### src/rtl/led_pwm_ctrl_if.sv
`default_nettype none
// ============================================================================
// Module   : led_pwm_ctrl_if
// Brief    : Configuration bus bundle between the peripheral-bus slave and the LED PWM block.
// Revision : 1.0
// ============================================================================
interface led_pwm_ctrl_if #(
    parameter int NUM_CH = 4,
    parameter int PWM_W  = 8
);
    localparam int CH_W = (NUM_CH > 1) ? $clog2(NUM_CH) : 1;

    logic             cfg_we;
    logic [CH_W-1:0]  cfg_ch;
    logic [1:0]       cfg_mode;
    logic [PWM_W-1:0] cfg_duty;

    modport master (output cfg_we, cfg_ch, cfg_mode, cfg_duty);
    modport slave  (input  cfg_we, cfg_ch, cfg_mode, cfg_duty);
endinterface
`default_nettype wire

### src/rtl/led_pwm_ctrl.sv
`default_nettype none
// ============================================================================
// Module   : led_pwm_ctrl
// Brief    : Multi-channel LED PWM generator with static, blink and breathe modes.
// Revision : 1.0
// ============================================================================
module led_pwm_ctrl #(
    parameter int NUM_CH        = 4,
    parameter int PWM_W         = 8,
    parameter int PRESCALE      = 16,
    parameter int BLINK_PERIODS = 64
) (
    input  wire logic              clk,
    input  wire logic              reset,
    led_pwm_ctrl_if.slave          cfg,
    output logic [NUM_CH-1:0]      pwm_o,
    output logic                   period_start
);
    typedef enum logic [1:0] {
        MODE_OFF     = 2'd0,
        MODE_STATIC  = 2'd1,
        MODE_BLINK   = 2'd2,
        MODE_BREATHE = 2'd3
    } mode_t;

    localparam int CH_W    = (NUM_CH > 1) ? $clog2(NUM_CH) : 1;
    localparam int PRESC_W = (PRESCALE > 1) ? $clog2(PRESCALE) : 1;
    localparam int BLINK_W = (BLINK_PERIODS > 1) ? $clog2(BLINK_PERIODS) : 1;
    localparam logic [PRESC_W-1:0] PRESC_MAX = PRESC_W'(PRESCALE - 1);
    localparam logic [BLINK_W-1:0] BLINK_MAX = BLINK_W'(BLINK_PERIODS - 1);
    localparam logic [PWM_W-1:0]   CNT_MAX   = '1;

    logic [PRESC_W-1:0] presc;
    logic [PWM_W-1:0]   pwm_cnt;
    logic [BLINK_W-1:0] blink_cnt;
    logic               blink_phase;
    logic               tick;
    logic               boundary;
    logic               ch_valid;
    logic [PWM_W-1:0]   level [NUM_CH];

    assign tick     = (presc == PRESC_MAX);
    assign boundary = tick && (pwm_cnt == CNT_MAX);

    always_ff @(posedge clk) begin
        if (reset) begin
            presc        <= '0;
            pwm_cnt      <= '0;
            period_start <= 1'b0;
        end else begin
            presc        <= tick ? '0 : presc + PRESC_W'(1);
            if (tick) begin
                pwm_cnt <= pwm_cnt + PWM_W'(1);
            end
            period_start <= boundary;
        end
    end

    // One shared blink counter keeps every BLINK channel in phase.
    always_ff @(posedge clk) begin
        if (reset) begin
            blink_cnt   <= '0;
            blink_phase <= 1'b1;
        end else if (boundary) begin
            if (blink_cnt == BLINK_MAX) begin
                blink_cnt   <= '0;
                blink_phase <= ~blink_phase;
            end else begin
                blink_cnt <= blink_cnt + BLINK_W'(1);
            end
        end
    end

    generate
        if (NUM_CH == (2 ** CH_W)) begin : g_all_ch_valid
            assign ch_valid = 1'b1;
        end else begin : g_ch_range
            logic [CH_W:0] ch_ext;
            assign ch_ext   = {1'b0, cfg.cfg_ch};
            assign ch_valid = (ch_ext < (CH_W + 1)'(NUM_CH));
        end
    endgenerate

    for (genvar i = 0; i < NUM_CH; i++) begin : g_ch
        mode_t            shadow_mode;
        mode_t            act_mode;
        logic [PWM_W-1:0] shadow_duty;
        logic [PWM_W-1:0] act_duty;
        logic [PWM_W-1:0] lvl;
        logic [PWM_W-1:0] lvl_nxt;
        logic [PWM_W-1:0] lvl_eff;
        logic             dir_up;
        logic             dir_nxt;
        logic             wr_hit;

        assign wr_hit = cfg.cfg_we && ch_valid && (cfg.cfg_ch == CH_W'(i));

        // Breathe step is evaluated against the settings being loaded this boundary.
        always_comb begin
            lvl_nxt = lvl;
            dir_nxt = dir_up;
            if ((shadow_mode != MODE_BREATHE) || (shadow_duty == '0)) begin
                lvl_nxt = '0;
                dir_nxt = 1'b1;
            end else if (lvl > shadow_duty) begin
                lvl_nxt = shadow_duty;
                dir_nxt = 1'b0;
            end else if (dir_up) begin
                if (lvl == shadow_duty) begin
                    lvl_nxt = lvl - PWM_W'(1);
                    dir_nxt = 1'b0;
                end else begin
                    lvl_nxt = lvl + PWM_W'(1);
                    dir_nxt = ((lvl + PWM_W'(1)) != shadow_duty);
                end
            end else if (lvl == '0) begin
                lvl_nxt = '0;
                dir_nxt = 1'b1;
            end else begin
                lvl_nxt = lvl - PWM_W'(1);
                dir_nxt = (lvl == PWM_W'(1));
            end
        end

        always_ff @(posedge clk) begin
            if (reset) begin
                shadow_mode <= MODE_OFF;
                shadow_duty <= '0;
                act_mode    <= MODE_OFF;
                act_duty    <= '0;
                lvl         <= '0;
                dir_up      <= 1'b1;
            end else begin
                if (wr_hit) begin
                    shadow_mode <= mode_t'(cfg.cfg_mode);
                    shadow_duty <= cfg.cfg_duty;
                end
                if (boundary) begin
                    act_mode <= shadow_mode;
                    act_duty <= shadow_duty;
                    lvl      <= lvl_nxt;
                    dir_up   <= dir_nxt;
                end
            end
        end

        always_comb begin
            lvl_eff = '0;
            case (act_mode)
                MODE_OFF:     lvl_eff = '0;
                MODE_STATIC:  lvl_eff = act_duty;
                MODE_BLINK:   lvl_eff = blink_phase ? act_duty : '0;
                MODE_BREATHE: lvl_eff = lvl;
                default:      lvl_eff = '0;
            endcase
        end

        assign level[i] = lvl_eff;
    end

    always_ff @(posedge clk) begin
        if (reset) begin
            pwm_o <= '0;
        end else begin
            for (int i = 0; i < NUM_CH; i++) begin
                pwm_o[i] <= (pwm_cnt < level[i]);
            end
        end
    end
endmodule
`default_nettype wire

### src/flat_wrapper.sv
// flat-port wrapper written by rule: the top's interface ports become plain ports
module led_pwm_ctrl_flat 
#(
    parameter int NUM_CH        = 4,
    parameter int PWM_W         = 8,
    parameter int PRESCALE      = 16,
    parameter int BLINK_PERIODS = 64
)
  (clk, reset, pwm_o, period_start, cfg_cfg_we, cfg_cfg_ch, cfg_cfg_mode, cfg_cfg_duty);
  led_pwm_ctrl_if #(.NUM_CH(NUM_CH), .PWM_W(PWM_W)) cfg_i ();
  input  wire logic clk;
  input  wire logic reset;
  output logic [NUM_CH-1:0] pwm_o;
  output logic period_start;
  input wire logic [$bits(cfg_i.cfg_we)-1:0] cfg_cfg_we;
  input wire logic [$bits(cfg_i.cfg_ch)-1:0] cfg_cfg_ch;
  input wire logic [$bits(cfg_i.cfg_mode)-1:0] cfg_cfg_mode;
  input wire logic [$bits(cfg_i.cfg_duty)-1:0] cfg_cfg_duty;
  assign cfg_i.cfg_we = cfg_cfg_we;
  assign cfg_i.cfg_ch = cfg_cfg_ch;
  assign cfg_i.cfg_mode = cfg_cfg_mode;
  assign cfg_i.cfg_duty = cfg_cfg_duty;
  led_pwm_ctrl #(.NUM_CH(NUM_CH), .PWM_W(PWM_W), .PRESCALE(PRESCALE), .BLINK_PERIODS(BLINK_PERIODS)) u_core (.clk(clk), .reset(reset), .cfg(cfg_i), .pwm_o(pwm_o), .period_start(period_start));
endmodule
### config.mk
export PLATFORM = sky130hd
export DESIGN_NAME = led_pwm_ctrl_flat
export DESIGN_NICKNAME = d
export VERILOG_FILES = /design/src/rtl/led_pwm_ctrl_if.sv /design/src/rtl/led_pwm_ctrl.sv /design/src/flat_wrapper.sv
export SDC_FILE = /design/constraint.sdc
export NUM_CORES = 1
export LEC_CHECK = 0
export CAP_MARGIN = 20
export CORE_AREA = 8 8 140 142
export DETAILED_ROUTE_END_ITERATION = 16
export DIE_AREA = 0 0 148 150
export GPL_TIMING_DRIVEN = 0
export PLACE_DENSITY = 0.69
export SLEW_MARGIN = 0
export SYNTH_ARGS = -nofsm -noshare
export SYNTH_HDL_FRONTEND = slang
export SYNTH_SLANG_ARGS = --single-unit
### constraint.sdc
create_clock -name clk -period 2.7 [get_ports clk]
set_input_delay 0.675 -clock clk [delete_from_list [all_inputs] [get_ports clk]]
set_output_delay 0.675 -clock clk [all_outputs]
set_load 0.1 [all_outputs]
Yosys cells after proc, flatten, opt, wreduce, memory -nomap -nowiden
Cells that the tools add are included.
Word-level totals
  register bits after elaboration: 140
Cells by class
  add/subtract/negate cells: 11
  $lt $le $gt $ge: 8
  equality and inequality tests: 34
  multiplexer cells: 49
  bitwise gates (word level): 1
  reduce and logical (&&, ||, !) cells: 24
Operators by type and width (number)
  $mux 8: 24
  $pmux 8 s4: 4
  $logic_not 8->1: 8
  $add 8x1->8 const B: 5
  $eq 8x1->1 const B: 4
  $eq 8x8->1: 4
  $gt 8x8->1: 4
  $lt 8x8->1: 4
  $ne 8x8->1: 4
  $sub 8x1->8 const B: 4
  $eq 2x2->1 const B: 10
  $mux 1: 20
  $eq 2x1->1 const B: 5
  $logic_not 2->1: 5
  $eq 8x8->1 const B: 1
  $ne 2x2->1 const B: 4
  $add 6x1->6 const B: 1
  $eq 6x6->1 const B: 1
  $mux 6: 1
  $logic_and 1x1->1: 5
  $add 4x1->4 const B: 1
  $eq 4x4->1 const B: 1
  $logic_or 1x1->1: 4
  $reduce_and 2->1: 1
  2 further kinds: 2

Longest topological paths before layout
Gate-level depths: netlist of run 1.
  depth in word-level cells: 6
  gate-level depth with buffers: 10

Worst setup path before layout of run 1
OpenSTA, ideal clock, no wires.
  kind: register to register
  from: register u_core.g_ch[1].lvl[0]
  to: register u_core.g_ch[1].lvl[3]
  data arrival time: 2.178 ns
  data required time: 2.643 ns
  setup slack: 0.464 ns
  stages on the path, launching flop included: 10
  clock period less this slack: 2.236 ns
  cells stage by stage: dfxtp_1 > clkbuf_1 > inv_1 > ha_1 > nand4_1 > o21ai_1 > nand2_1 > o311a_1 > o21ai_0 > a21o_1
Between the ends
  word-level cells in the longest chain between the ends: 5
Ends and longest elaborated chain
  from (decl): RTL line led_pwm_ctrl.sv:89  | logic [PWM_W-1:0] lvl;
  from (signal assigned): RTL line led_pwm_ctrl.sv:141  | lvl <= lvl_nxt;
  $sub 8x1->8 (tied with other cells): RTL line led_pwm_ctrl.sv:110, led_pwm_ctrl.sv:120
  $mux 8, on equally long branches: RTL line led_pwm_ctrl.sv:116, led_pwm_ctrl.sv:109
  $mux 8: RTL line led_pwm_ctrl.sv:108  | end else if (dir_up) begin
  $mux 8 (*): RTL line led_pwm_ctrl.sv:105  | end else if (lvl > shadow_duty) begin
  $mux 8 (*): RTL line led_pwm_ctrl.sv:102  | if ((shadow_mode != MODE_BREATHE) || (shadow_duty == '0)) begin
Mark *: on every way between the ends. The rest lies on a longest branch, timed or not.
A chain may end at the register's enable or synchronous reset.

Final worst setup path of run 1
  from: register u_core.pwm_cnt[0]
  to: register u_core.g_ch[2].lvl[4]
Between the ends
  word-level cells in the longest chain between the ends: 2
Ends and longest elaborated chain
  from (decl): RTL line led_pwm_ctrl.sv:34  | logic [PWM_W-1:0] pwm_cnt;
  from (signal assigned): RTL line led_pwm_ctrl.sv:53  | pwm_cnt <= pwm_cnt + PWM_W'(1);
  $eq 8x8->1: RTL line led_pwm_ctrl.sv:43  | assign boundary = tick && (pwm_cnt == CNT_MAX);
  $logic_and 1x1->1: RTL line led_pwm_ctrl.sv:43
  to (signal assigned): RTL line led_pwm_ctrl.sv:141
  to (decl): RTL line led_pwm_ctrl.sv:89
Every way passes these cells.

==> results of run 1 <==
-- worst register-to-register path, delay by kind of cell, from the launching register on --
kind	cells	cell delay, ps
compound gates	1	110
fa+ha+maj	1	280
buf+inv	2	710
flops	1	570
simple gates	4	790
-- layer usage --
metal	GRT usage, %	up-vias	share of wire [%]
met3	5.29	49	6.4
met1	32.5	4119	45
li1	-	4363	-
met4	8.06	0	1.9
met2	41.8	261	47
met5	0	-	0
-- layout make-up --
type	instances	area (sq um)
buffer	68	282
clock buffer	24	482
clock inverter	7	88.8
fill	1669	7040
inverter	53	199
multi-input combinational	929	6170
sequential	140	2810
tap	229	287
timing repair buffer	19	185
-- where the power goes --
| part | total [mW] | internal [mW] | switching [mW] |
|---|---|---|---|
| clock | 2.31 | 1.42 | 0.885 |
| combinational | 0.527 | 0.216 | 0.311 |
| sequential | 2.13 | 2.09 | 0.0422 |
-- timing repair --
| item | CTS | global route |
|---|---|---|
| gates resized for setup | 8 | 11 |
| pin swaps | 0 | 2 |
| buffers inserted | 0 | 2 |
| cloned | 0 | 0 |
| setup endpoints to repair | 30 | 39 |
-- layout by cell type, fill, tap and decap left out, drive strengths merged, types with 4 or more instances in the layout --
cell type	n
nand2	192
dfxtp	140
a21oi	105
nor2	89
ha	79
clkbuf	74
o21ai	60
inv	53
xnor2	41
a22oi	37
mux2i	28
mux2	27
nand3	25
xor2	22
nand4	21
nor3	20
buf	20
clkdlybuf4s50	17
nor4	17
a21o	11
and3	10
nor2b	9
a211oi	9
o211ai	8
o21a	7
and4	7
o221ai	7
and2	6
and3b	6
or2	6
a32oi	6
or3	6
or4	6
o31ai	6
a31oi	5
clkinv	5
nor4b	4
o32ai	4
-- flip-flops by register name, indices dropped and copies added, names as in the netlist --
name / count
u_core.g_ch.lvl: 32
u_core.pwm_cnt: 8
u_core.g_ch.act_mode: 8
u_core.g_ch.act_duty: 32
u_core.g_ch.dir_up: 4
u_core.period_start: 1
u_core.blink_cnt: 6
u_core.blink_phase: 1
u_core.g_ch.shadow_duty: 32
u_core.g_ch.shadow_mode: 8
u_core.presc: 4
u_core.pwm_o: 4
-- stage by stage --
stage / util, % / total power, mW / setup TNS (ps) / hold slack [ps]
floorplan: - / 2.54 / 0 / 432
global placement: 56.1 / 2.68 / -4930 / 440
detailed placement: 56.1 / 2.69 / -5070 / 444
CTS: 59.6 / 4.99 / 0 / 452
global route: 59.9 / 5.14 / -27.6 / 471
finish: 59.9 / 4.97 / 0 / 454
-- worst max path at each step --
stage	to	slack [ps]	cells after the start
after global routing	u_core.g_ch[1].lvl[7]	-20	7
after detailed placement	u_core.g_ch[2].lvl[4]	-380	8
final	u_core.g_ch[2].lvl[4]	110	8
after floorplan	u_core.g_ch[1].lvl[3]	460	9
after CTS	u_core.g_ch[1].lvl[3]	40	6
after global placement	u_core.g_ch[2].lvl[4]	-370	7
-- logic make-up (layout without fill, tap and decap cells) --
group	count (synthesis)	after routing	share of synthesized area [%]
compound gates	298	298	20.2
xor+xnor	63	63	5.88
fa+ha+maj	79	79	10.5
buf+inv	122	171	5.13
flops	140	140	29.9
mux	55	55	6.23
simple gates	434	434	22.2
==> flow_summary.ini, run 1 <==
[place]
placed_cell_area_sq_mm = 0.00984
io_buffer_count = 17
placed_cells = 1437
hpwl_microns = 20000
gp_congestion = 0.928
post-place-ws_ps = -379

[cells_and_area]
finalNetCount = 1322
instances_no_fill = 1469
fin_area_sq_mm = 0.0105
drive_gt1_share_pct = 8.06
area_growth_pct = 11.9
diodes = 0

[cts]
htree_levels = 4
cts_tree = yes
cts_buffers = 17
clock-root-buffer = clkbuf_16
holdBufCountCts = 0
clock_path_buffers = 2
clock_sinks = 140
clk_pin_slew_ps = 60
clock_latency_ps = 430

[route]
detail-route-antenna-nets = 0
drcViolationCount = 0
via_per_inst = 5.99
first_pass_iters = 5
routed_wl_microns = 27600
wire_per_inst_microns = 18.8
drt-initial-drc-count = 493
vias = 8792

[power_and_ir_drop]
powerDensity_mw_per_mm2 = 473
p_leak_nw = 4.09
vdd_ir_drop_max_mv = 0.501

[synthesis]
postSynthAreaPerCell_sq_um = 7.88
syn_nets = 1285
synth_edf_count = 0
synth_top_area_cell = dfxtp_1
synthDistinctLibCells = 74
ys_top_cells_by_area = dfxtp_1 (30%), ha_1 (11%), nand2_1 (7.7%), a21oi_1 (5.6%), xnor2_1 (3.8%)
synth_ff_type = dfxtp_1
syn_inst = 1191
yosysSeqAreaShare_pct = 29.9
synth_commonest_cells = nand2_1 (192), dfxtp_1 (140), a21oi_1 (105)
syn_area_sq_mm = 0.00939
yosysMostFrequentCell = nand2_1
async_reset_ff_share_pct = 0
synth_seq_cells = 140
synth_top_area_share_pct = 29.9
ys_warn_count = 0

[hold_path]
whs_endpoint = u_core.g_ch[3].act_duty[4]
min_path_cells = 2
worstHoldStart = u_core.g_ch[3].act_duty[4]
min_path_type = reg2reg

[status]
outcome = complete, no violations

[grt]
grt_pass1_wl_microns = 44400
grt_pass1_vias = 8359
grt_antenna_before_repair = 0
grt_max_degree = 17
grt-ovfl-total = 0
grtUsageTotal_pct = 25.3

[sta]
rsz0062_at_grt = yes
maxSlewHeadroom_pct = 35.1
min_period_ps = 2590
final-hold-violation-count = 0
setup_viol = 0
skew_ps = 5.77
slew_viol_final = 0
worst_slew_pin_slew_ps = 970
fin_ws_ps = 107
max_freq_ghz = 0.386
post-route-period-util_pct = 96.0

[worst_setup_path]
start_kind = flip-flop
worstSetupStartpoint = u_core.pwm_cnt[0]
critPathArrivalTime_ps = 2890
r2r_end = u_core.g_ch[2].lvl[4]
critPathMaxStageDelay_ps = 570
r2r_start = u_core.pwm_cnt[0]
r2r_setup_slack_ps = 110
critPathCaptureType = flip-flop
crit_fanout = 10
critPathTopFamily = simple AND/OR/NAND/NOR gates
required_ps = 3000
path_cells = ha_1 > nand3_1 > nor3_4 > nor2_1 > clkbuf_1 > buf_2 > nand2_1 > o221ai_1
worst-path-buf-inv = 2
reg2reg_depth = 8
cp_slowest_cell = dfxtp_1
critPathKind = reg2reg

[floorplan]
core_sq_mm = 0.0175
io_pins = 20
rows = 49
die-area_sq_mm = 0.0222
die_y_microns = 150
dieWidth_microns = 148
start_util_pct = 53.5

[job]
max-cap-violations = 0
Power figures use the tool's default switching activity.
==> run 2: changes to the inputs <==
PLACE_DENSITY = 0.7   (was 0.69)
RECOVER_POWER = 25   (was not set)
==> run 2 against run 1 <==
Core utilization hardly changed; sequential share of layout area hardly changed; first-iteration DRC count is 18% higher; sequential cell count stayed put; via count is 1.9% higher.
==> flow_summary.ini, run 2 (synthesis results as in run 1) <==
[grt]
grt_pass1_vias = 8446
grt_max_degree = 17
grt_antenna_before_repair = 0
grt-ovfl-total = 0
grt_pass1_wl_microns = 44300
grtUsageTotal_pct = 25.0

[place]
placed_cells = 1437
io_buffer_count = 17
hpwl_microns = 20200
gp_congestion = 0.917

[cts]
clock_path_buffers = 2
clock_latency_ps = 430
clock-root-buffer = clkbuf_16
holdBufCountCts = 0
clk_pin_slew_ps = 60
clock_sinks = 140
htree_levels = 4
cts_buffers = 17
cts_tree = yes

[worst_setup_path]
critPathCaptureType = flip-flop
required_ps = 2990
crit_fanout = 10
reg2reg_depth = 7
cp_slowest_cell = dfxtp_1
critPathMaxStageDelay_ps = 650
r2r_setup_slack_ps = 140
endpoint = u_core.g_ch[2].lvl[4]
critPathKind = reg2reg
worstSetupStartpoint = u_core.pwm_cnt[2]
critPathTopFamily = simple AND/OR/NAND/NOR gates
path_cells = nand3_1 > nor3_4 > nor2_1 > clkbuf_1 > buf_2 > nand2_1 > o221ai_1
r2r_end = u_core.g_ch[2].lvl[4]
worst-path-buf-inv = 2
path_depth = 7
r2r_start = u_core.pwm_cnt[2]
critPathArrivalTime_ps = 2860
start_kind = flip-flop

[status]
outcome = complete, no violations

[floorplan]
rows = 49
start_util_pct = 53.5
die_y_microns = 150
dieWidth_microns = 148
io_pins = 20
core_sq_mm = 0.0175
die-area_sq_mm = 0.0222

[route]
first_pass_iters = 5
detail-route-antenna-nets = 0
vias = 8963
routed_wl_microns = 27800
wire_per_inst_microns = 18.9
drcViolationCount = 0
via_per_inst = 6.08
drt-initial-drc-count = 581

[cells_and_area]
layout_commonest_cell = nand2_1
top_regs = u_core.g_ch.act_duty: 32 flops, u_core.g_ch.lvl: 32 flops, u_core.g_ch.shadow_duty: 32 flops
fill_cells = 1649
drive_gt1_share_pct = 8.43
layout_common_cells = nand2_1 (192), dfxtp_1 (135), a21oi_1 (105)
instances_no_fill = 1474
area_growth_pct = 11.9
finalNetCount = 1326
diodes = 0
fin_util_pct = 59.9

[power_and_ir_drop]
p_leak_nw = 4.09
vdd_ir_drop_max_mv = 0.447
finalPower_mw = 4.97
powerDensity_mw_per_mm2 = 473

[sta]
skew_ps = 9.78
worst_slew_pin_slew_ps = 988
rsz0062_at_grt = no
setup_viol = 0
max_freq_ghz = 0.390
min_period_ps = 2560
slew_viol_final = 0
maxSlewHeadroom_pct = 33.9
post-route-period-util_pct = 94.9
final-hold-violation-count = 0

[job]
max-cap-violations = 0

[hold_path]
min_path_type = reg2reg
[run 2: final cells by class]
class | count | area (sq um) | share of cell area (%)
multi-input cells | 929 | 6150 | 58.5
flip-flops and latches | 140 | 2810 | 26.7
clock buffers | 21 | 450 | 4.29
well taps | 229 | 287 | 2.73
plain buffers | 68 | 278 | 2.64
repair buffers | 23 | 215 | 2.05
inverters | 53 | 199 | 1.89
clock inverters | 11 | 119 | 1.13
[run 2: worst min-delay path by stage]
| stage | startpoint | endpoint | slack, ps | depth (start not counted) |
|---|---|---|---|---|
| final | u_core.g_ch[3].act_duty[3] | u_core.g_ch[3].act_duty[3] | 460 | 2 |
| after global routing | u_core.g_ch[3].act_duty[3] | u_core.g_ch[3].act_duty[3] | 480 | 2 |
| after CTS | u_core.g_ch[3].act_duty[5] | u_core.g_ch[3].act_duty[5] | 460 | 2 |
| after detailed placement | u_core.g_ch[3].act_duty[4] | u_core.g_ch[3].act_duty[4] | 450 | 2 |
| after global placement | u_core.g_ch[3].act_duty[0] | u_core.g_ch[3].act_duty[0] | 440 | 2 |
| after floorplan | u_core.g_ch[3].act_duty[0] | u_core.g_ch[3].act_duty[0] | 430 | 2 |
[run 2: timing repair]
action / in CTS / in global routing
pin swaps: 0 / 3
buffers inserted: 0 / 6
gates cloned: 0 / 0
gates resized for setup: 8 / 10
setup endpoints to repair: 31 / 32
[run 2: layer usage]
layer	up-vias	share of wire, %	track usage (%)
met5	-	0	0
li1	4354	-	-
met1	4224	44	32.0
met3	79	6.3	3.87
met2	306	46	41.1
met4	0	3.5	11.2
[run 2: worst reg2reg max path: cells and delay by family (launching register included)]
family | cells | cell delay (ps)
AOI/OAI and AO/OA | 1 | 100
buffers and inverters | 2 | 720
DFF | 1 | 650
and+or+nand+nor | 4 | 960
[run 2: per-stage QoR]
| stage | setup TNS (ps) | hold WS [ps] | setup slack [ps] | cell area [sq um] |
|---|---|---|---|---|
| floorplan | 0 | 432 | 464 | 9390 |
| global placement | -5390 | 442 | -403 | 9840 |
| detailed placement | -5120 | 450 | -393 | 9840 |
| CTS | 0 | 458 | 22.0 | 10400 |
| global route | 0 | 479 | 0.462 | 10500 |
| finish | 0 | 455 | 137 | 10500 |
[run 2: where the power goes]
| group | leakage [nW] | switching (mW) | internal (mW) |
|---|---|---|---|
| logic | 2.69 | 0.307 | 0.214 |
| registers | 1.13 | 0.0426 | 2.09 |
| clock network | 0.269 | 0.934 | 1.38 |
==> run 3: changes to the inputs <==
SKIP_LAST_GASP = 1   (was not set)
==> run 3 against run 2 <==
Count of clock-buffer cells in the layout did not move; clock power barely moved; clock skew decreased by 0.56 ps; final area fell by 0.29%; total power is essentially flat; final cell count decreased by 0.27%; largest cell class unchanged; highest routed layer unchanged.
==> flow_summary.ini, run 3 (synthesis results as in run 1) <==
[grt]
grt_pass1_vias = 8455
grt-ovfl-total = 0
grt_antenna_before_repair = 0
grt_pass1_wl_microns = 44300
grtUsageTotal_pct = 25.1
grt_max_degree = 17

[worst_setup_path]
required_ps = 3050
critPathArrivalTime_ps = 2920
r2r_setup_slack_ps = 120
critPathCaptureType = flip-flop
critPathKind = reg2reg
crit_fanout = 8
start_kind = flip-flop

[cells_and_area]
diodes = 0
finalNetCount = 1322
fin_area_sq_mm = 0.0105
top_regs = u_core.g_ch.act_duty: 32 flops, u_core.g_ch.lvl: 32 flops, u_core.g_ch.shadow_duty: 32 flops
fill_cells = 1653
fin_util_pct = 59.7
layout_commonest_cell = nand2_1
instances_no_fill = 1470
layout_common_cells = nand2_1 (192), dfxtp_1 (136), a21oi_1 (105)
drive_gt1_share_pct = 8.14
seqCellArea_sq_mm = 0.00281
area_growth_pct = 11.6
multi_input_area_sq_mm = 0.00615

[route]
detail-route-antenna-nets = 0
via_per_inst = 6.06
wire_per_inst_microns = 18.8
vias = 8906
drcViolationCount = 0
routed_wl_microns = 27700
drt-initial-drc-count = 602
first_pass_iters = 5

[sta]
final.setup.tns_ps = 0
rsz0062_at_grt = no
setup_viol = 0
post-route-period-util_pct = 95.5
worst_slew_pin_slew_ps = 988
max_freq_ghz = 0.388
skew_ps = 9.22
min_period_ps = 2580
slew_viol_final = 0
final-hold-violation-count = 0
maxSlewHeadroom_pct = 33.9

[power_and_ir_drop]
vdd_ir_drop_max_mv = 0.446
p_leak_nw = 4.07
finalPower_mw = 4.96
powerDensity_mw_per_mm2 = 474

[job]
max-cap-violations = 0

[cts]
clk_pin_slew_ps = 60
htree_levels = 4
clock_path_buffers = 2
cts_tree = yes
clock-root-buffer = clkbuf_16
cts_buffers = 17
clock_sinks = 140
clock_latency_ps = 420

[floorplan]
die-area_sq_mm = 0.0222
core_sq_mm = 0.0175
start_util_pct = 53.5
io_pins = 20
rows = 49
die_y_microns = 150
dieWidth_microns = 148

[place]
io_buffer_count = 17
gp_congestion = 0.917
hpwl_microns = 20200
placed_cell_area_sq_mm = 0.00984
placed_cells = 1437

[hold_path]
min_path_type = reg2reg

[status]
outcome = complete, no violations
run 3: final timing paths:
check	startpoint	end	depth (start not counted)
max	u_core.pwm_cnt[4]	u_core.g_ch[3].lvl[4]	6
min	u_core.g_ch[3].act_duty[3]	u_core.g_ch[3].act_duty[3]	2
max reg2reg	u_core.pwm_cnt[4]	u_core.g_ch[3].lvl[4]	6
min reg2reg	u_core.g_ch[3].act_duty[3]	u_core.g_ch[3].act_duty[3]	2
run 3: timing repair:
action	4_1_cts	5_1_grt
resized for setup	7	12
setup buffers	0	2
hold buffers	0	0
endpoints found under the setup margin	31	38
pin swaps	0	1
run 3: metrics by stage:
stage / hold WS (ps) / setup WS (ps)
2_1_floorplan: 432 / 464
3_3_place_gp: 442 / -403
3_5_place_dp: 450 / -393
4_1_cts: 458 / -84.8
5_1_grt: 479 / 0.463
6_report: 455 / 123
run 3: layout make-up:
type	instances	area share [%]
Sequential cell	140	26.8
Inverter	53	1.90
Multi-Input combinational cell	929	58.7
Clock inverter	11	1.14
Buffer	68	2.66
Clock buffer	21	4.30
Tap cell	229	2.74
Timing Repair Buffer	19	1.77
run 3: power by group:
group | internal (mW) | switching (mW)
clock | 1.38 | 0.930
sequential | 2.09 | 0.0423
combinational | 0.214 | 0.307
run 3: critical path: stages, from the launching register on:
cell and delay, ps:
dfxtp_1 680, nand4_4 320, nor4_4 670, nand2_1 260, o21ba_2 400, a22oi_1 80
o21ai_0 90
run 3: routing by layer:
metal / routed length, microns / track usage [%] / share of wire [%]
met4: 920 / 11.2 / 3.3
met2: 12700 / 41.1 / 46
met1: 12200 / 32.0 / 44
met3: 1870 / 3.87 / 6.8
met5: 0 / 0 / 0
==> edit 1 (flow settings as in run 2) <==
`PRESCALE` is set to 16 in 2 places; all go to 8.
--- a/src/rtl/led_pwm_ctrl.sv
+++ b/src/rtl/led_pwm_ctrl.sv
@@ -9,3 +9,3 @@
     parameter int PWM_W         = 8,
-    parameter int PRESCALE      = 16,
+    parameter int PRESCALE      = 8,
     parameter int BLINK_PERIODS = 64
--- a/src/flat_wrapper.sv
+++ b/src/flat_wrapper.sv
@@ -5,3 +5,3 @@
     parameter int PWM_W         = 8,
-    parameter int PRESCALE      = 16,
+    parameter int PRESCALE      = 8,
     parameter int BLINK_PERIODS = 64
Check against the original RTL: same outputs for any inputs over 10 cycles, from zero or initial values and one cycle with reset high; that may be too few to reach the edited logic, so the function may still have changed.
==> edit 1 against run 2 <==
  * Worst setup slack worse by 0.044 ns
  * Maximum frequency fell by 1.7%
  * Area after synthesis up 0.63%
  * Critical path depth is the same
  * Die area unchanged
  * First-iteration DRC count grew 5.9%
  * Cell area is 0.77% higher
  * Global-route usage down 1.4 points
  * Routed wire length decreased by 6.4%
  * Cell count shrank 0.88%
  * Power rose by 3.7%
  * Critical endpoint is now u_core.g_ch[1].lvl[4]
  * Sequential cell count decreased by 1
  * Via count is 3.2% lower
==> edit 1: results (changes against run 2) <==
Parameter                              Value

Cells and area
  Nonclk inv count ... 46 (-13%)
  Utilization after layout ... 60.4% (+0.46 points)
  Number of fill cells ... 1608 (-2.5%)
  Portion of the layout cell area used by clock cells ... 5.79% (+0.37 points)
  Share of final-layout standard cells stronger than drive strength 1 ... 10.1% (+1.6 points)
  Register area ... 0.00279 mm² (-0.71%)
  Number of multi-input combinational cells ... 923 (-0.65%)
  Final non-clock buffer share ... 4.85% (+0.15 points)
  Non-clock buffer count ... 92 (+1.1%)
  Nets ... 1314 (-0.90%)

Synthesis
  Number of synthesized register bits ... 139 (-0.71%)
  Synth area leaders ... sky130_fd_sc_hd__dfxtp_1 29%, sky130_fd_sc_hd__ha_1 11%, sky130_fd_sc_hd__nand2_1 7.4%, sky130_fd_sc_hd__a21oi_1 5.6%, sky130_fd_sc_hd__mux2i_1 5.6%
  Cell types with the highest counts after synthesis ... 187 x sky130_fd_sc_hd__nand2_1, 139 x sky130_fd_sc_hd__dfxtp_1, 106 x sky130_fd_sc_hd__a21oi_1
  Mapped Cells ... 1181 (-0.84%)
  Share of synthesized area occupied by flip-flops and latches ... 29.5% (-0.40 points)

Detailed routing
  Via count ... 8680 (-3.2%)
  Routed length on met2 ... 12200 µm (-4.6%)
  Number of search-and-repair iterations in the first detailed-routing pass ... 5 (unchanged)
  Met3 WL ... 1280 µm (-27%)
  Vias per cell ... 5.94 (-2.3%)
  Routed length on met1 ... 12100 µm (-2.1%)
  Starting DRT DRC Count ... 615 (+5.9%)

Timing
  Final setup skew ... 0.00566 ns (-0.00413 ns)
  Max-Slew Margin vs Limit ... 34.9% (+0.93 points)

Setup path
  Critical path data arrival time ... 2.92 ns (+0.06 ns)
  Maximum fanout along the worst path ... 9 (-1)
  Peak per-stage delay on the critical path ... 0.55 ns (-0.10 ns)

Power and ir drop
  Combinational Power Share ... 11.7% (+1.2 points)
  Part of the power in the clock network ... 47.3% (+0.7 points)
  Leak ... 4.29 nW (+4.8%)
  Net Sw Power ... 1.28 mW (-0.14%)
  Sw Ratio ... 24.9% (-0.96 points)
  Peak supply drop ... 0.484 mV (+8.2%)

Place
  Post-detailed-placement half-perimeter wirelength ... 18700 µm (-7.4%)
  Gp weighted congestion ... 0.911 (-0.72%)
  Placement-stage cell area ... 0.00990 mm² (+0.60%)
  Number of cells in the design after placement ... 1427 (-0.70%)

CTS
  Buffer count from post-CTS setup fixing ... 1 (+1)
  Reg clk slew, reported paths ... 0.06 ns (about the same)

Global routing
  Vias in the first global route ... 8097 (-4.1%)
  Met2 layer usage reported by global route ... 38.3% (-2.8 points)
  Global router's overall resource usage ... 23.7% (-1.4 points)
  First-pass GRT wire length ... 42000 µm (-5.3%)

Floorplan
  Area enclosed by the die boundary ... 0.0222 mm² (unchanged)

Status
  Result of the run ... completed
## edit 1: kinds of logic after synthesis
family	count (synthesis)	share of synthesized area, %
compound gates	263	17.4
xor+xnor	57	5.29
fa+ha+maj	80	10.6
buf+inv	119	5.13
flops	139	29.5
mux	92	10.3
simple gates	431	21.8
## edit 1: critical path, delay by kind of cell, from the launching register on
kind / cells / cell delay (ns)
compound gates: 3 / 0.88
fa+ha+maj: 1 / 0.35
buf+inv: 1 / 0.19
flops: 1 / 0.55
mux: 1 / 0.39
simple gates: 1 / 0.15
## edit 1: final timing paths
kind                         startpoint                    end  slack (ns)  cells past startpoint
setup / recovery  u_core.g_ch[1].lvl[0]  u_core.g_ch[1].lvl[4]        0.09                      7
hold / removal          u_core.presc[0]        u_core.presc[0]        0.43                      1
setup reg to reg  u_core.g_ch[1].lvl[0]  u_core.g_ch[1].lvl[4]        0.09                      7
hold reg to reg         u_core.presc[0]        u_core.presc[0]        0.43                      1
==> edit 2 (config.mk and constraints of run 2) <==
Without the edit above. Make the reset (`reset`) asynchronous in 4 clocked blocks.
--- a/src/rtl/led_pwm_ctrl.sv
+++ b/src/rtl/led_pwm_ctrl.sv
@@ -44,3 +44,3 @@
 
-    always_ff @(posedge clk) begin
+    always_ff @(posedge clk or posedge reset) begin
         if (reset) begin
@@ -59,3 +59,3 @@
     // One shared blink counter keeps every BLINK channel in phase.
-    always_ff @(posedge clk) begin
+    always_ff @(posedge clk or posedge reset) begin
         if (reset) begin
@@ -124,3 +124,3 @@
 
-        always_ff @(posedge clk) begin
+        always_ff @(posedge clk or posedge reset) begin
             if (reset) begin
@@ -160,3 +160,3 @@
 
-    always_ff @(posedge clk) begin
+    always_ff @(posedge clk or posedge reset) begin
         if (reset) begin
Behaviour: same outputs for any inputs over 10 cycles, from zero or initial values and one cycle with reset high; that may be too few to reach the edited logic, so the function may still have changed.
==> edit 2 against run 2 <==
  * Area after synthesis up 4.0%
  * Sequential cell count unchanged
  * Non-clock buffer count is 12 lower
  * Global-route usage barely moved
  * Cell count down 8.6%
  * Routed wire length down 3.1%
  * Worst setup slack got worse by 0.046 ns
  * Via count is 5.3% lower
  * Power is 7.9% higher
  * Cell area rose by 3.8%
  * Critical endpoint is now u_core.g_ch[3].act_duty[7]
==> edit 2: results (changes against run 2) <==
Parameter                              Value

Detailed routing
  Detailed Route WL ... 26900 µm (-3.1%)
  Met3 WL ... 1570 µm (-11%)
  Via count ... 8486 (-5.3%)
  Number of search-and-repair iterations in the first detailed-routing pass ... 6 (+1)
  Wire length per cell ... 20.0 µm (+6.0%)

Cells and area
  Share of final-layout standard cells stronger than drive strength 1 ... 12.6% (+4.2 points)
  Total area of multi-input combinational cells ... 0.00587 mm² (-4.5%)
  Number of fill cells ... 1568 (-4.9%)
  Number of clock-tree buffers in the layout ... 19 (-9.5%)

CTS
  Resize count post-CTS ... 1 (-7)

Setup path
  Critical path data arrival time ... 2.95 ns (+0.09 ns)

Synthesis
  Fraction of the mapped netlist area in compound gates ... 18.1% (-2.1 points)
  Post-synth design cell area ... 0.00976 mm² (+4.0%)
  Cell types with the highest counts after synthesis ... 137 x sky130_fd_sc_hd__nand2_1, 135 x sky130_fd_sc_hd__dfrtp_1, 79 x sky130_fd_sc_hd__ha_1
  Synthesized area divided by synthesized cell count ... 9.15 µm² (+16%)
  Synth area leaders ... sky130_fd_sc_hd__dfrtp_1 35%, sky130_fd_sc_hd__ha_1 10%, sky130_fd_sc_hd__mux2_2 6.2%, sky130_fd_sc_hd__nand2_1 5.3%, sky130_fd_sc_hd__xnor2_1 3.3%
  Count of distinct cell types in the synthesized netlist ... 68 (-8.1%)
  Share of synthesized area occupied by flip-flops and latches ... 36.0% (+6.1 points)
  Share of synthesized registers carrying an async set or reset ... 100% (+100 points)

Power and ir drop
  Peak supply drop ... 0.464 mV (+3.7%)
  Sw Ratio ... 27.9% (+2.0 points)
  Comb power ... 0.597 mW (+15%)

Global routing
  Global Route met3 Usage ... 4.35% (+0.48 points)
  First-pass GRT wire length ... 43500 µm (-1.7%)

Status
  Result of the run ... completed
==> edit 2: cell count changes in the layout (fill, tap and decap cells not counted), moves of 15 or more <==
| cell | before | now |
|---|---|---|
| sky130_fd_sc_hd__a21oi_1 | 105 | 36 |
| sky130_fd_sc_hd__a22o_1 | 3 | 24 |
| sky130_fd_sc_hd__clkbuf_1 | 53 | 38 |
| sky130_fd_sc_hd__dfrtp_1 | 0 | 130 |
| sky130_fd_sc_hd__dfxtp_1 | 135 | 0 |
| sky130_fd_sc_hd__mux2_2 | 27 | 54 |
| sky130_fd_sc_hd__nand2_1 | 192 | 137 |
| sky130_fd_sc_hd__nor2_1 | 89 | 52 |
==> edit 2: path summary, 6_finish.rpt <==
check                                     from                            end  slack (ns)  depth (start not counted)
setup reg to reg             u_core.pwm_cnt[0]     u_core.g_ch[3].act_duty[7]        0.09                          8
hold reg to reg            u_core.blink_cnt[5]            u_core.blink_cnt[5]        0.47                          1
hold / removal             u_core.blink_cnt[5]            u_core.blink_cnt[5]        0.47                          1
max in group asynchronous                reset  u_core.g_ch[3].shadow_duty[6]        0.45                          3
setup / recovery             u_core.pwm_cnt[0]     u_core.g_ch[3].act_duty[7]        0.09                          8
min in group asynchronous                reset          u_core.g_ch[0].lvl[6]        0.99                          2
==> edit 2: worst max-delay path, cell delays in order, from the launching register on <==
cell and delay (ns):
sky130_fd_sc_hd__dfrtp_1 0.51, sky130_fd_sc_hd__ha_1 0.29, sky130_fd_sc_hd__nand3_1 0.12, sky130_fd_sc_hd__or3_1 0.14, sky130_fd_sc_hd__buf_6 0.15, sky130_fd_sc_hd__clkbuf_1 0.53, sky130_fd_sc_hd__clkbuf_1 0.55, sky130_fd_sc_hd__nand2_1 0.12
sky130_fd_sc_hd__o21ai_0 0.10
